===== config.mk =====
export PLATFORM = sky130hd
export DESIGN_NAME = imm_gen_pipe
export DESIGN_NICKNAME = d
export VERILOG_FILES = /design/src/rtl/imm_gen_pipe.sv
export SDC_FILE = /design/constraint.sdc
export NUM_CORES = 1
export LEC_CHECK = 0
export CAP_MARGIN = 40
export CORE_MARGIN = 2
export CORE_UTILIZATION = 47
export CTS_BUF_LIST = sky130_fd_sc_hd__clkbuf_2 sky130_fd_sc_hd__clkbuf_4 sky130_fd_sc_hd__clkbuf_8
export CTS_CLUSTER_DIAMETER = 100
export DETAILED_ROUTE_END_ITERATION = 12
export GPL_ROUTABILITY_DRIVEN = 0
export PLACE_DENSITY = 0.91
export SYNTH_ARGS = -nofsm -noshare
export SYNTH_HDL_FRONTEND = slang
export SYNTH_SLANG_ARGS = --single-unit

===== constraint.sdc =====
create_clock -name clk -period 1.6 [get_ports clk]
set_input_delay 0.32 -clock clk [delete_from_list [all_inputs] [get_ports clk]]
set_output_delay 0.32 -clock clk [all_outputs]
set_load 0.05 [all_outputs]

===== src/rtl/imm_gen_pipe.sv =====
// Two-stage immediate generator: stage 1 decodes the instruction format,
// stage 2 produces the sign/zero-extended immediate behind a valid/ready skid-free pipe.
module imm_gen_pipe #(
  parameter int N        = 64,
  parameter bit SCALE_BR = 1'b1
) (
  input  logic         clk,
  input  logic         reset,
  input  logic         in_valid,
  output logic         in_ready,
  input  logic [31:0]  instr,
  output logic         out_valid,
  input  logic         out_ready,
  output logic [N-1:0] imm,
  output logic [2:0]   fmt
);

  typedef enum logic [2:0] {
    FMT_NONE = 3'd0,
    FMT_D    = 3'd1,
    FMT_CB   = 3'd2,
    FMT_B    = 3'd3,
    FMT_I    = 3'd4
  } fmt_e;

  // Stage 1 keeps only the payload bits; the opcode is already folded into s1_fmt.
  logic          s1_valid_q, s1_valid_d;
  logic [25:0]   s1_instr_q, s1_instr_d;
  fmt_e          s1_fmt_q,   s1_fmt_d;

  logic          s2_valid_q, s2_valid_d;
  logic [N-1:0]  s2_imm_q,   s2_imm_d;
  fmt_e          s2_fmt_q,   s2_fmt_d;

  fmt_e          fmt_dec;
  logic          s1_load;
  logic          s2_load;

  logic [N-1:0]  d_ext;
  logic [N-1:0]  cb_ext;
  logic [N-1:0]  b_ext;
  logic [N-1:0]  i_ext;
  logic [N-1:0]  cb_imm;
  logic [N-1:0]  b_imm;
  logic [N-1:0]  imm_sel;

  always_comb begin
    fmt_dec = FMT_NONE;
    if (instr[31:21] == 11'h7C2 || instr[31:21] == 11'h7C0) begin
      fmt_dec = FMT_D;
    end else if (instr[31:24] == 8'hB4 || instr[31:24] == 8'hB5) begin
      fmt_dec = FMT_CB;
    end else if (instr[31:26] == 6'b000101 || instr[31:26] == 6'b100101) begin
      fmt_dec = FMT_B;
    end else if (instr[31:22] == 10'b1001000100 || instr[31:22] == 10'b1101000100) begin
      fmt_dec = FMT_I;
    end
  end

  assign d_ext  = {{(N-9){s1_instr_q[20]}},  s1_instr_q[20:12]};
  assign cb_ext = {{(N-19){s1_instr_q[23]}}, s1_instr_q[23:5]};
  assign b_ext  = {{(N-26){s1_instr_q[25]}}, s1_instr_q[25:0]};
  assign i_ext  = {{(N-12){1'b0}},           s1_instr_q[21:10]};

  // Branch offsets are word counts; scaling converts them to byte offsets.
  generate
    if (SCALE_BR) begin : g_scale
      assign cb_imm = cb_ext << 2;
      assign b_imm  = b_ext << 2;
    end else begin : g_noscale
      assign cb_imm = cb_ext;
      assign b_imm  = b_ext;
    end
  endgenerate

  always_comb begin
    imm_sel = '0;
    unique case (s1_fmt_q)
      FMT_D:   imm_sel = d_ext;
      FMT_CB:  imm_sel = cb_imm;
      FMT_B:   imm_sel = b_imm;
      FMT_I:   imm_sel = i_ext;
      default: imm_sel = '0;
    endcase
  end

  assign s2_load  = !s2_valid_q || out_ready;
  assign s1_load  = !s1_valid_q || s2_load;
  assign in_ready = s1_load;

  always_comb begin
    s1_valid_d = s1_valid_q;
    s1_instr_d = s1_instr_q;
    s1_fmt_d   = s1_fmt_q;
    s2_valid_d = s2_valid_q;
    s2_imm_d   = s2_imm_q;
    s2_fmt_d   = s2_fmt_q;

    if (s2_load) begin
      s2_valid_d = s1_valid_q;
      if (s1_valid_q) begin
        s2_imm_d = imm_sel;
        s2_fmt_d = s1_fmt_q;
      end
    end

    if (s1_load) begin
      s1_valid_d = in_valid;
      if (in_valid) begin
        s1_instr_d = instr[25:0];
        s1_fmt_d   = fmt_dec;
      end
    end
  end

  always_ff @(posedge clk) begin
    if (reset) begin
      s1_valid_q <= 1'b0;
      s1_instr_q <= '0;
      s1_fmt_q   <= FMT_NONE;
      s2_valid_q <= 1'b0;
      s2_imm_q   <= '0;
      s2_fmt_q   <= FMT_NONE;
    end else begin
      s1_valid_q <= s1_valid_d;
      s1_instr_q <= s1_instr_d;
      s1_fmt_q   <= s1_fmt_d;
      s2_valid_q <= s2_valid_d;
      s2_imm_q   <= s2_imm_d;
      s2_fmt_q   <= s2_fmt_d;
    end
  end

  assign out_valid = s2_valid_q;
  assign imm       = s2_imm_q;
  assign fmt       = s2_fmt_q;

endmodule


## Word-level counts from Yosys, hierarchy flattened

Cells that the tools add are included.

| storage, ports and cells | value |
|---|---|
| output and inout bits | 69 |
| flip-flop bits (word level) | 98 |

| operators by class | value |
|---|---|
| eq/ne operators | 12 |
| reduce and logical (&&, ||, !) cells | 10 |
| muxes and demuxes | 5 |

Operators by type and width:

| cell | number |
|---|---|
| 64-bit case mux with 4 select lines | 1 |
| 11-bit == test, second input constant | 2 |
| 10-bit == test, second input constant | 2 |
| 8-bit == test, second input constant | 2 |
| 3-bit two-way mux | 4 |
| 3-bit by 2-bit == test with 1-bit output, second input constant | 2 |
| 6-bit by 3-bit == test with 1-bit output, second input constant | 1 |
| 6-bit == test, second input constant | 1 |
| 1-bit logical OR | 6 |
| 2-bit AND reduction | 2 |
| 3-bit by 1-bit == test with 1-bit output, second input constant | 1 |
| 3-bit == test, second input constant | 1 |
| 1-bit zero test | 2 |

## Longest topological paths before layout

| logic depth | value |
|---|---|
| word-level depth | 6 |
| depth in mapped cells | 6 |

## Worst setup path before layout

No wires, ideal clock.

| timing path | value |
|---|---|
| path kind | register to register |
| from | reg s2_valid_q, in the netlist out_valid |
| to | reg s1_instr_q[18] |
| required time | 1,529 ps |
| path buffers | 1 |
| slack | -448 ps |
| arrival time | 1,977 ps |
| cell stages (with the launch flop) | 6 |
| path through | dfxtp_1 nand3b_1 nand2_1 buf_2 nand2_1 a21oi_1 |

| on the way | value |
|---|---|
| cells in the longest elaborated chain, start to end | 4 |

Ends and longest elaborated chain:

| item | line | source |
|---|---|---|
| from (decl) | 31 | `logic s2_valid_q, s2_valid_d;` |
| from (signal assigned) | 128 | `s2_valid_q <= s2_valid_d;` |
| 1-bit zero test | 87 | `assign s2_load = !s2_valid_q \|\| out_ready;` |
| 1-bit logical OR | 87 |  |
| 1-bit logical OR | 88 | `assign s1_load = !s1_valid_q \|\| s2_load;` |
| named net in_ready | 10 | `output logic in_ready,` |
| 2-bit AND reduction (no source line) | n/a |  |
| to (signal assigned) | 126 | `s1_instr_q <= s1_instr_d;` |
| to (decl) | 28 | `logic [25:0] s1_instr_q, s1_instr_d;` |

The timed path passes the listed nets, and every way through them passes these cells.
A chain may end at the register's enable or synchronous reset.

==> metrics.csv <==
stage;metric;value;unit
status;status;finished clean;
timing;Clock Skew;0.006791;ns
drt;drt pass-1 iters;5;
floorplan;die width;86.05;µm
cts;CTS Buf Count;9;
critical_path;RR Startpoint;s1_fmt_q[2]$_SDFFE_PP0P_;
grt;vias in the first global route;2968;
synth;Top FF cell, synth;dfxtp_1;
power;Design Power;3.712;mW
timing;Final Hold Fails;0;
critical_path;Critical-path top delay cell;dfxtp_2;
critical_path;reg-to-reg endpoint;imm[5]$_SDFFE_PP0P_;
critical_path;CP arrival;1.23;ns
synth;number of flops mapped to enable cells by yosys;0;
drt;vias;3143;
drt;vias per cell;5.602;
power;Leak;1.881;nW
critical_path;Critical path buffers and inverters;2;
floorplan;Ports;105;
timing;RSZ-0062 raised after global routing;false;
power;Max VDD drop;553.1;µV
critical_path;Data required, critical path;1.28;ns
critical_path;max incr delay on CP;0.43;ns
grt;first-pass GRT wire length;13.97;mm
floorplan;Starting Density;49.27;%
cts;Post-CTS Setup Inserts;0;
layout;most frequent cells in the layout;94 x nand2_1, 66 x a21oi_1, 58 x dfxtp_1;
timing;final worst slack;0.05305;ns
layout;most common cell after layout, fill and taps aside;nand2_1;
cts;CTS tree;done;
cts;Clock transition at path regs;0.07;ns
min_path;hold-critical path depth;5;
timing;post-route clock period utilization;96.68;%
timing;Worst Max-Slew Pin Slew;0.5760;ns
min_path;Min-Delay Endpoint;out_valid$_SDFFE_PP0P_;
layout;n_diodes;0;
floorplan;Vert. Die Dim;86.05;µm
critical_path;reg2reg path depth;5;
cts;CTS hold repair buffers;0;
timing;max-slew violation count;0;
drt;Post-Route WL;8.576;mm
layout;Layout area overhead;52.47;%
synth;asr flop ratio synth;0;%
synth;Mapped Area;0.003164;mm²
synth;Avg Inst Size Synth;7.931;µm²
timing;Slew headroom;61.46;%
critical_path;Critical Path Source Type;register;
cts;Clock Sinks;62;
place;dpl hpwl;6.317;mm
layout;final-layout fill cell count;412;
drt;WL/cell;15.29;µm
min_path;worst hold path type;in -> reg;
timing;post-route minimum period;1.547;ns
drt;starting DRC count in detailed routing;265;
cts;Max clock buf depth;2;
timing;Post-Route Setup TNS;0;ns
layout;nets;515;
floorplan;core area;0.006422;mm²
timing;Final Setup Violations;0;
timing;fmax;646.4;MHz
power;Power Density;769.4;mW/mm²
grt;largest net degree at the start of global routing;31;
grt;total gr overflow;0;
layout;layout cells sized above 1;29.13;%
critical_path;CP max FO;19;
critical_path;r2r setup slk;0.14;ns
synth;post-synthesis sequential area ratio;39.22;%
floorplan;site row count;29;
critical_path;crit path kind;reg -> out;
cts;CTS HTree Levels;3;
cts;Worst-Skew Late Latency;0.35;ns
critical_path;CP top delay family;buffers and inverters;
critical_path;nature of the critical path endpoint;output port;
place;Post-Place Setup Slack;-0.2365;ns
min_path;Min-Delay Startpoint;out_ready;
drt;Final ANT Viol Nets;0;
synth;Syn Inst Count;399;
grt;initial antenna violation count;0;
synth;Synth Net Count;435;
synth;flops & latches, synth;62;
critical_path;CP cell instances;buf_16, buf_12;
run;Max Cap Viol;0;
grt;Tot GR Track Use;23.96;%
synth;Unique masters post-synth;41;
place;I/O Buffers;104;
drt;DR DRC count;0;
cts;root buffer selected by CTS;clkbuf_8;
synth;Ys Warns;0;
floorplan;Die Area;0.007405;mm²
## sequential cells by signal, summed over array words and instances (netlist names)
name,cells
imm,28
s1_instr_q,26
fmt,3
s1_fmt_q,3
out_valid,1
s1_valid_q,1
## timing repair
| action | in CTS | in global routing |
|---|---|---|
| gates cloned | 1 | 0 |
| endpoints found under the setup margin | 37 | 3 |
| resized for setup | 2 | 4 |
## synth_stat cells, drive strengths merged, types with 2 or more instances
cell type / instances / area (µm²)
buf: 53 / 371.6
nor2: 9 / 33.78
nor2b: 6 / 45.04
nand2b: 3 / 26.27
nand4: 2 / 12.51
nor3: 2 / 10.01
dfxtp: 62 / 1241
a211oi: 6 / 45.04
mux2i: 6 / 60.06
o21ai: 13 / 98.85
mux2: 2 / 22.52
or3: 3 / 23.77
nand3: 2 / 10.01
a311o: 2 / 20.02
a22o: 2 / 17.52
a311oi: 6 / 52.55
a22oi: 5 / 37.54
nand3b: 16 / 120.1
o2bb2ai: 8 / 70.07
inv: 2 / 7.510
clkbuf: 16 / 60.06
nand2: 95 / 356.6
a21oi: 67 / 335.3
## worst min-delay path, delay by kind of cell
kind	cells	cell delay (ns)
simple gates	3	0.19
buf+inv	2	0.27
## cell type report
cell class,instances,area [µm²],share of cell area (%)
sequential,62,1249,25.88
tap,77,96.34,1.997
clock buffer,13,172.7,3.579
inverter,2,7.507,0.1556
timing repair buffer,138,1742,36.10
clock inverter,3,65.06,1.349
multi-input combinational,266,1493,30.94
## logic make-up (layout without fill, tap and decap cells)
kind of cell	after synthesis	in the layout	synth area share, %
multiplexers	8	8	2.610
XOR/XNOR	1	1	0.2768
AND/OR/NAND/NOR	145	145	21.87
AO/OA/AOI/OAI	112	112	22.14
buffers and inverters	71	156	13.88
flip-flops	62	62	39.22
## routing by layer
layer  GRT usage [%]  routed length [µm]  vias to the layer above
li1                -                   -                     1500
met1           28.09                3350                     1431
met2           41.09                4264                      186
met3           5.390                 726                       26
met4           11.69                 235                        0
met5               0                   0                        -
## metrics by stage
step	util, %	area [µm²]	hold WS (ns)	instances
6_report	75.12	4825	0.4516	561
5_1_grt	75.12	4825	0.4732	561
4_1_cts	75.00	4817	0.4587	561
3_5_place_dp	70.76	4544	0.4507	544
3_3_place_gp	70.76	4544	0.4433	544
2_1_floorplan	-	3172	0.4329	399
## where the power goes
group,switching [mW],internal [mW],total (mW)
logic,0.230,0.219,0.449
clock network,0.600,1.02,1.62
registers,0.0522,1.59,1.64
## how the worst max path moves through the flow
stage                                start                           to  slack (ns)  depth (start not counted)
floorplan           out_valid$_SDFFE_PP0P_  s1_instr_q[18]$_SDFFE_PP0P_       -0.07                          5
global placement                 out_ready         imm[11]$_SDFFE_PP0P_       -0.16                          5
detailed placement               out_ready         imm[11]$_SDFFE_PP0P_       -0.24                          5
CTS                              out_ready                     in_ready        0.01                          3
global route          imm[62]$_SDFFE_PP0P_                      imm[63]        0.01                          2
finish                imm[62]$_SDFFE_PP0P_                      imm[63]        0.05                          2
No activity file was read; power rests on OpenSTA's default activity.
